===== src/rtl/sort_stream_host.sv =====
// -----------------------------------------------------------------------------
// sort_stream_host
//
// Host-side driver for an N-bit, 2^L-entry sorter. Accepts exactly 2^L words
// on a valid/ready slave port, writes them into sorter memory through the
// WrInit port, pulses start, waits for done, then reads all 2^L entries back
// in address order and presents them on a valid/ready master port, marking
// the final word (address 2^L-1) with m_last.
//
// Parameters:
//   N            data word width (must match sorter)
//   L            address width, block size 2^L words (must match sorter)
//   TIMEOUT_CYC  watchdog limit in WAIT cycles (watchdog build only)
//
// Ports:
//   clk, rst                  clock (rising edge), synchronous active-low reset
//   s_valid/s_data/s_ready    unsorted input stream (slave)
//   m_valid/m_data/m_last/    sorted output stream (master), m_last on the
//   m_ready                   final word of the block
//   srt_wrinit/srt_datain     sorter memory write strobe and data
//   srt_rd                    sorter memory read strobe
//   srt_raddr                 sorter memory address (always the word counter)
//   srt_start                 one-cycle sorter start pulse
//   srt_dataout/srt_done      sorter read data (valid the cycle after srt_rd)
//                             and completion flag (pulse or level)
//   busy                      high whenever not IDLE
//   err                       sticky watchdog timeout flag
//
// Build option:
//   SORT_HOST_WATCHDOG_EN  when defined, a counter runs in WAIT; if done is not
//                          seen within TIMEOUT_CYC cycles, err is set (sticky
//                          until reset) and the block returns to IDLE without
//                          readback. When undefined, err is tied low and WAIT
//                          waits indefinitely.
// -----------------------------------------------------------------------------
module sort_stream_host #(
    parameter int N           = 16,
    parameter int L           = 4,
    parameter int TIMEOUT_CYC = 4096
) (
    input  logic         clk,
    input  logic         rst,
    input  logic         s_valid,
    input  logic [N-1:0] s_data,
    output logic         s_ready,
    output logic         m_valid,
    output logic [N-1:0] m_data,
    output logic         m_last,
    input  logic         m_ready,
    output logic         srt_wrinit,
    output logic         srt_rd,
    output logic [L-1:0] srt_raddr,
    output logic [N-1:0] srt_datain,
    output logic         srt_start,
    input  logic [N-1:0] srt_dataout,
    input  logic         srt_done,
    output logic         busy,
    output logic         err
);

    typedef enum logic [2:0] {
        IDLE,
        LOAD,
        START,
        WAIT,
        READ,
        PRESENT
    } state_t;

    state_t       state;
    logic [L-1:0] cnt;
    // Set on entry to WAIT so a done level left over from a previous run is
    // not mistaken for completion of this one.
    logic         wait_first;

`ifdef SORT_HOST_WATCHDOG_EN
    localparam int WD_W = $clog2(TIMEOUT_CYC + 1);
    logic [WD_W-1:0] wd;
    logic            err_q;
    assign err = err_q;
`else
    assign err = 1'b0;
`endif

    // Strobes decode directly from the state register.
    assign s_ready    = (state == LOAD);
    assign srt_wrinit = (state == LOAD) && s_valid;
    assign srt_datain = s_data;
    assign srt_raddr  = cnt;
    assign srt_start  = (state == START);
    assign srt_rd     = (state == READ);
    assign busy       = (state != IDLE);

    always_ff @(posedge clk) begin
        if (!rst) begin
            state      <= IDLE;
            cnt        <= '0;
            wait_first <= 1'b0;
            m_valid    <= 1'b0;
            m_data     <= '0;
            m_last     <= 1'b0;
`ifdef SORT_HOST_WATCHDOG_EN
            wd         <= '0;
            err_q      <= 1'b0;
`endif
        end else begin
            case (state)
                IDLE: begin
                    // One bubble cycle: nothing is consumed here.
                    if (s_valid) begin
                        state <= LOAD;
                        cnt   <= '0;
                    end
                end
                LOAD: begin
                    if (s_valid) begin
                        cnt <= cnt + 1'b1;
                        if (cnt == '1) begin
                            state <= START;
                        end
                    end
                end
                START: begin
                    state      <= WAIT;
                    wait_first <= 1'b1;
`ifdef SORT_HOST_WATCHDOG_EN
                    wd         <= '0;
`endif
                end
                WAIT: begin
                    wait_first <= 1'b0;
                    if (!wait_first && srt_done) begin
                        state <= READ;
                        cnt   <= '0;
                    end
`ifdef SORT_HOST_WATCHDOG_EN
                    else if (wd == WD_W'(TIMEOUT_CYC - 1)) begin
                        err_q <= 1'b1;
                        state <= IDLE;
                        cnt   <= '0;
                    end else begin
                        wd <= wd + 1'b1;
                    end
`endif
                end
                READ: begin
                    state <= PRESENT;
                end
                PRESENT: begin
                    // m_valid low marks the capture cycle: sorter data from
                    // the preceding READ is valid now.
                    if (!m_valid) begin
                        m_valid <= 1'b1;
                        m_data  <= srt_dataout;
                        m_last  <= (cnt == '1);
                    end else if (m_ready) begin
                        m_valid <= 1'b0;
                        if (m_last) begin
                            state <= IDLE;
                            cnt   <= '0;
                        end else begin
                            state <= READ;
                            cnt   <= cnt + 1'b1;
                        end
                    end
                end
                default: begin
                    state <= IDLE;
                end
            endcase
        end
    end

endmodule


===== config.mk =====
export PLATFORM = sky130hd
export DESIGN_NAME = sort_stream_host
export DESIGN_NICKNAME = d
export VERILOG_FILES = /design/src/rtl/sort_stream_host.sv
export SDC_FILE = /design/constraint.sdc
export NUM_CORES = 1
export LEC_CHECK = 0
export ABC_AREA = 0
export CAP_MARGIN = 0
export CORE_ASPECT_RATIO = 1.75
export CORE_MARGIN = 2
export CORE_UTILIZATION = 37
export DETAILED_ROUTE_END_ITERATION = 7
export GPL_ROUTABILITY_DRIVEN = 0
export PLACE_DENSITY = 0.81
export SKIP_LAST_GASP = 1
export SLEW_MARGIN = 20
export SYNTH_ARGS = -nofsm -noshare
export SYNTH_HDL_FRONTEND = slang
export SYNTH_SLANG_ARGS = --single-unit
export TNS_END_PERCENT = 5

===== constraint.sdc =====
create_clock -name clk -period 1.75 [get_ports clk]
set_input_delay 0.2625 -clock clk [delete_from_list [all_inputs] [get_ports clk]]
set_output_delay 0.2625 -clock clk [all_outputs]
set_load 0.02 [all_outputs]

==> run metrics, run 1 <==
status finished with violations; violated checks negative setup slack; Routed Antenna Nets 0; I/O pin count between 80 and 90; Root Driver clkbuf_8; Yosys cell types 39; Leakage 0.000654 uW; crit path DAT around 1600 ps; RSZ-0062 raised after global routing true; final core occ approximately 54%; CTS tree done; post-route setup slack -79.9 ps; Final Critical Period ~1800 ps; area of the die 4080 um2; number of diodes 0; grt met2 use 29.9%; core area between 3000 and 4000 um2; synth top area cells dfxtp_1 (39%), nand2_1 (13%), buf_4 (11%), a21oi_1 (8.0%), nand2b_1 (2.4%); CP required approximately 1500 ps; GRT Resource Usage Total 17.1%; CTS Buffer Depth 2; Period Utilization, post-route 105%; Worst Skew about 5.5 ps; Worst-Skew Late Latency between 200 and 300 ps; CP Cell Sequence or3_1, clkdlybuf4s50_1; met1 GRT Util between 10% and 20%; area share of the largest cell type after synthesis 39.4%; switching part of the total 25.8%; Setup Buffers After CTS 0; starting density of the core 38.9%; Final #Nets between 200 and 250; CTS H-tree depth 1; DR pass1 iterations 4; Cells after DPL 241; Most Crowded Layer GR met2; Syn Nets between 200 and 250; total congestion overflow 0; Finished Layout Cells 245; CP max stage delay 560 ps; Core Rows 28; first-pass GRT wire length 5440 um; DRC 0; CP Class reg -> out; Max Fclk ~550 MHz; internal power 1070 uW; IO buf count between 40 and 50; Comb power frac 22.3%; met3 GRT Util 3.24%; Yosys top cell by area dfxtp_1; clock slew at reported path FFs roughly 100 ps; Max VDD drop just under 0.0006 V; clock power share between 30% and 40%; register bit total from synthesis 26; area growth from synthesis to layout 38.7%; pwr dens 790 nW/um2; Startpoint Class flop; nature of the critical path endpoint output pin; DR iter-0 viols 21; Clock Sinks 26; Net Switching 374 uW; Yosys warning count 0; endpoints failing hold 0; drt via density roughly 5; Vias between 1000 and 1500; pre-CTS setup slack between 30 and 40 ps; max_cap viols 0; total CTS buffers 3; Hold WC Path Type reg -> reg; DRT Wirelength between 3000 and 4000 um; Final Max Slew Viols 0; die width just under 50 um; Post-Syn Area per Cell a little under 8 um2; total power 1450 uW; DIE HEIGHT 83.1 um; mapped cell area around 1300 um2; Critical-path top delay cell clkdlybuf4s50_1; share of layout cells above drive strength 1 around 9.0%; setup violators final 3; largest net degree at the start of global routing 17; cells after synthesis roughly 170; average wire per standard cell roughly 13 um; hpwl dp approximately 2500 um; initial antenna violation count 0; Reg power frac between 40% and 50%; CTS Hold Bufs 0; fill cell count about 330; register area share after synthesis slightly below 40%; largest fanout on the critical path 5; vias in the first global route around 1200
-- sequential cells by signal, indices dropped and copies added (netlist names) --
register    cells
m_data         16
m_last          1
wait_first      1
state           3
m_valid         1
srt_raddr       4
-- critical path, delay by kind of cell (launching register included) --
family                 cells  cell delay [ps]
buffers and inverters      1              560
DFF                        1              350
and+or+nand+nor            1              390
-- synth_stat cells --
cell type and number:
buf_4 19, nand2b_1 5, a21oi_1 21, nor3b_4 1, o21ai_2 1, and2_1 1, nand3b_2 1, nand2_1 44
nand3_1 4, o22ai_1 1, conb_1 1, ha_1 1, nor2b_1 1, mux2i_1 2, clkbuf_1 3, a32o_1 1
nand3b_1 2, nor2_1 7, nor3_1 1, buf_2 3, a22oi_1 1, o221a_1 1, dfxtp_1 26, nand4_1 1
o21a_1 1, nor2b_4 1, o221ai_1 1, o211ai_1 1, inv_1 2, o21ai_0 1, a2111oi_2 1, buf_6 1
or3_1 2, a31oi_1 1, or2_1 1, nor3b_1 1, o311a_1 1, a21o_1 1, nand4b_1 1
-- layout by cell type (no fill, tap or decap), types with 3 or more instances in the layout --
cell type / count
a21oi_1: 21
buf_4: 7
clkbuf_8: 3
clkdlybuf4s50_1: 45
dfxtp_1: 26
nand2_1: 44
nand2b_1: 5
nand3_1: 4
nor2_1: 7
-- power by group through the flow --
| stage | clock network [uW] | logic (uW) | registers [uW] |
|---|---|---|---|
| finish | 503 | 323 | 623 |
| global route | 547 | 347 | 627 |
| CTS | 514 | 322 | 624 |
| detailed placement | 0 | 321 | 637 |
| global placement | 0 | 317 | 637 |
| floorplan | 0 | 235 | 641 |
-- final cells by class --
| cell class | count | area [um2] | area share [%] |
|---|---|---|---|
| well taps | 45 | 56.3 | 3.07 |
| clock inverters | 1 | 30.0 | 1.64 |
| multi-input cells | 112 | 613 | 33.4 |
| clock buffers | 3 | 41.3 | 2.25 |
| inverters | 2 | 7.51 | 0.410 |
| repair buffers | 56 | 564 | 30.8 |
| flip-flops and latches | 26 | 520 | 28.4 |
-- metrics by stage --
stage	instance area [um2]	TNS (ps)	hold WS, ps
floorplan	1320	0	399
global placement	1760	0	440
detailed placement	1760	0	447
CTS	1830	-311	460
global route	1830	-492	478
finish	1830	-141	457
-- logic make-up (layout without fill, tap and decap cells) --
logic type / Yosys count / count (layout) / synth area share (%)
other: 1 / 1 / 0.284
muxes: 2 / 2 / 1.52
DFF: 26 / 26 / 39.4
adders and majority gates: 1 / 1 / 0.947
AOI/OAI and AO/OA: 34 / 34 / 16.4
and+or+nand+nor: 74 / 74 / 27.3
buffers and inverters: 28 / 62 / 14.2
-- worst paths after layout --
| kind | start | endpoint | slack, ps | cells past startpoint |
|---|---|---|---|---|
| worst max-delay path | state[1] | busy | -80 | 2 |
| worst min-delay path | m_data[14] | m_data[14] | 460 | 2 |
| worst max register to register | state[1] | srt_raddr[2] | 270 | 5 |
| worst min register to register | m_data[14] | m_data[14] | 460 | 2 |
-- per-layer routing --
metal	wire length [um]	up-vias
met3	137	14
met5	0	-
met2	1750	37
li1	-	605
met4	155	0
met1	1200	558
-- what timing repair did --
item | CTS | global route
endpoints found under the setup margin | 6 | 6
resized for setup | 1 | 1
endpoints found under the hold margin | 0 | 0
No activity file was read; power rests on OpenSTA's default activity.
==> inputs of run 2 (changes only) <==
--- a/config.mk
+++ b/config.mk
@@ -13,6 +13,7 @@
 export DETAILED_ROUTE_END_ITERATION = 7
 export GPL_ROUTABILITY_DRIVEN = 0
 export PLACE_DENSITY = 0.81
+export REMOVE_ABC_BUFFERS = 1
 export SKIP_LAST_GASP = 1
 export SLEW_MARGIN = 20
 export SYNTH_ARGS = -nofsm -noshare
==> run metrics, run 2 (synthesis gave the netlist of run 1 again) <==
status finished with violations (unchanged); violated checks negative setup slack (unchanged); met2 wire length 1810 um (was 1750 um); pre-CTS setup slack 38.8 ps (was 35.4 ps); Hold WC Path Type reg -> reg (unchanged); clock slew at reported path FFs 90 ps (was 100 ps); most common cell after layout, fill and taps aside clkdlybuf4s50_1 (unchanged); Core Rows 28 (unchanged); number of diodes 0 (unchanged); max reg flops 16 (unchanged); crit path DAT 1570 ps (about the same); DRT Wirelength 3550 um (was 3240 um); die width 49.2 um (unchanged); Worst Skew 2.83 ps (was 5.52 ps); initial antenna violation count 0 (unchanged); Setup Buffers After CTS 0 (unchanged); total congestion overflow 0 (unchanged); Vias 1260 (was 1214); GRT Resource Usage Total 18.1% (was 17.1%); post-route setup slack -87.2 ps (was -79.9 ps); Root Driver clkbuf_8 (unchanged); hpwl dp 2610 um (was 2480 um); total CTS buffers 3 (unchanged); Max Fclk 544 MHz (was 546 MHz); RSZ-0062 raised after global routing true (unchanged); highest metal used met4 (unchanged); DR iter-0 viols 29 (was 21); CP required 1490 ps (about the same); final core occ 54.0% (was 53.9%); Clock Sinks 26 (unchanged); first-pass GRT wire length 5870 um (was 5440 um); switching part of the total 26.0% (was 25.8%); largest fanout on the critical path 5 (unchanged); endpoints failing hold 0 (unchanged); average wire per standard cell 14.4 um (was 13.2 um); area of the die 4080 um2 (unchanged); DIE HEIGHT 83.1 um (unchanged); Comb power frac 22.2% (was 22.3%); setup violators final 3 (unchanged); internal power 1080 uW (was 1070 uW); starting density of the core 38.9% (unchanged); DRC 0 (unchanged); Reg power frac 43.0% (about the same); Final Critical Period 1840 ps (was 1830 ps); largest net degree at the start of global routing 17 (unchanged); metal3 WL 306 um (was 137 um); routed metal-1 wire length 1360 um (was 1200 um); CTS Buffer Depth 2 (unchanged); Fin Hold WS 454 ps (was 457 ps); core area 3400 um2 (unchanged); Biggest register m_data (unchanged); Leakage 0.000662 uW (was 0.000654 uW); Routed Antenna Nets 0 (unchanged); most frequent cells in the layout clkdlybuf4s50_1 (45), nand2_1 (44), dfxtp_1 (26) (unchanged); Final #Nets 241 (was 239); CTS Hold Bufs 0 (unchanged); Worst-Skew Late Latency 270 ps (about the same); CP Class reg -> out (unchanged); Startpoint Class flop (unchanged); drt via density 5.10 (was 4.96); Period Utilization, post-route 105% (about the same); area growth from synthesis to layout 38.9% (was 38.7%); fill cell count 332 (unchanged); I/O pin count 81 (unchanged); CTS tree done (unchanged); reg2reg setup slack 210 ps (was 270 ps); Hold Path Origin m_data[2] (was m_data[14]); clock power share 34.8% (was 34.7%); CTS H-tree depth 1 (unchanged); Final Max Slew Viols 0 (unchanged); R2R Path Start state[1] (unchanged); Net Switching 377 uW (was 374 uW); max_cap viols 0 (unchanged); IO buf count 47 (unchanged); CP startpoint state[1] (unchanged); share of layout cells above drive strength 1 9.90% (was 9.00%); Max VDD drop 0.000516 V (was 0.000587 V); nature of the critical path endpoint output pin (unchanged); DR pass1 iterations 4 (unchanged); pwr dens 792 nW/um2 (was 790 nW/um2); vias in the first global route 1221 (was 1191)
==> run 2: final cells by class <==
type | instances | area (um2) | area share [%]
Clock inverter | 1 | 30.0 | 1.64
Inverter | 2 | 7.51 | 0.409
Clock buffer | 3 | 41.3 | 2.25
Tap cell | 45 | 56.3 | 3.07
Timing Repair Buffer | 58 | 567 | 30.9
Multi-Input combinational cell | 112 | 613 | 33.4
Sequential cell | 26 | 520 | 28.4
==> run 2: worst paths after layout <==
check / end / depth (start not counted)
worst min-delay path: m_data[2] / 2
worst min register to register: m_data[2] / 2
worst max-delay path: busy / 2
worst max register to register: srt_raddr[2] / 5
==> run 2: worst max-delay path, cell delays in order, from the launching register on <==
cell             delay, ps
dfxtp_1                360
or3_1                  390
clkdlybuf4s50_1        560
==> run 2: power by group through the flow <==
| stage | clock network, uW | registers (uW) | logic, uW |
|---|---|---|---|
| finish | 505 | 625 | 323 |
| global route | 549 | 628 | 350 |
| CTS | 517 | 626 | 324 |
| detailed placement | 0 | 638 | 320 |
| global placement | 0 | 638 | 318 |
| floorplan | 0 | 658 | 143 |
==> run 2: per-stage QoR <==
| step | cell area [um2] | setup TNS (ps) | total power, uW | instances |
|---|---|---|---|---|
| 4_1_cts | 1830 | -399 | 1470 | 247 |
| 3_3_place_gp | 1760 | 0 | 955 | 243 |
| 6_report | 1840 | -202 | 1450 | 247 |
| 2_1_floorplan | 1140 | 0 | 801 | 140 |
| 3_5_place_dp | 1760 | 0 | 958 | 243 |
| 5_1_grt | 1840 | -498 | 1530 | 247 |
==> run 2: routing by layer <==
layer  vias to the layer above  global-route usage, %
met5                         -                   5.56
met4                         0                   7.01
met3                         8                   5.40
met2                        64                   30.6
met1                       578                   20.5
li1                        610                      -
==> run 2: what timing repair did <==
| action | in CTS | in global routing |
|---|---|---|
| setup endpoints to repair | 5 | 6 |
| resized for setup | 1 | 1 |
| pin swaps | 0 | 0 |
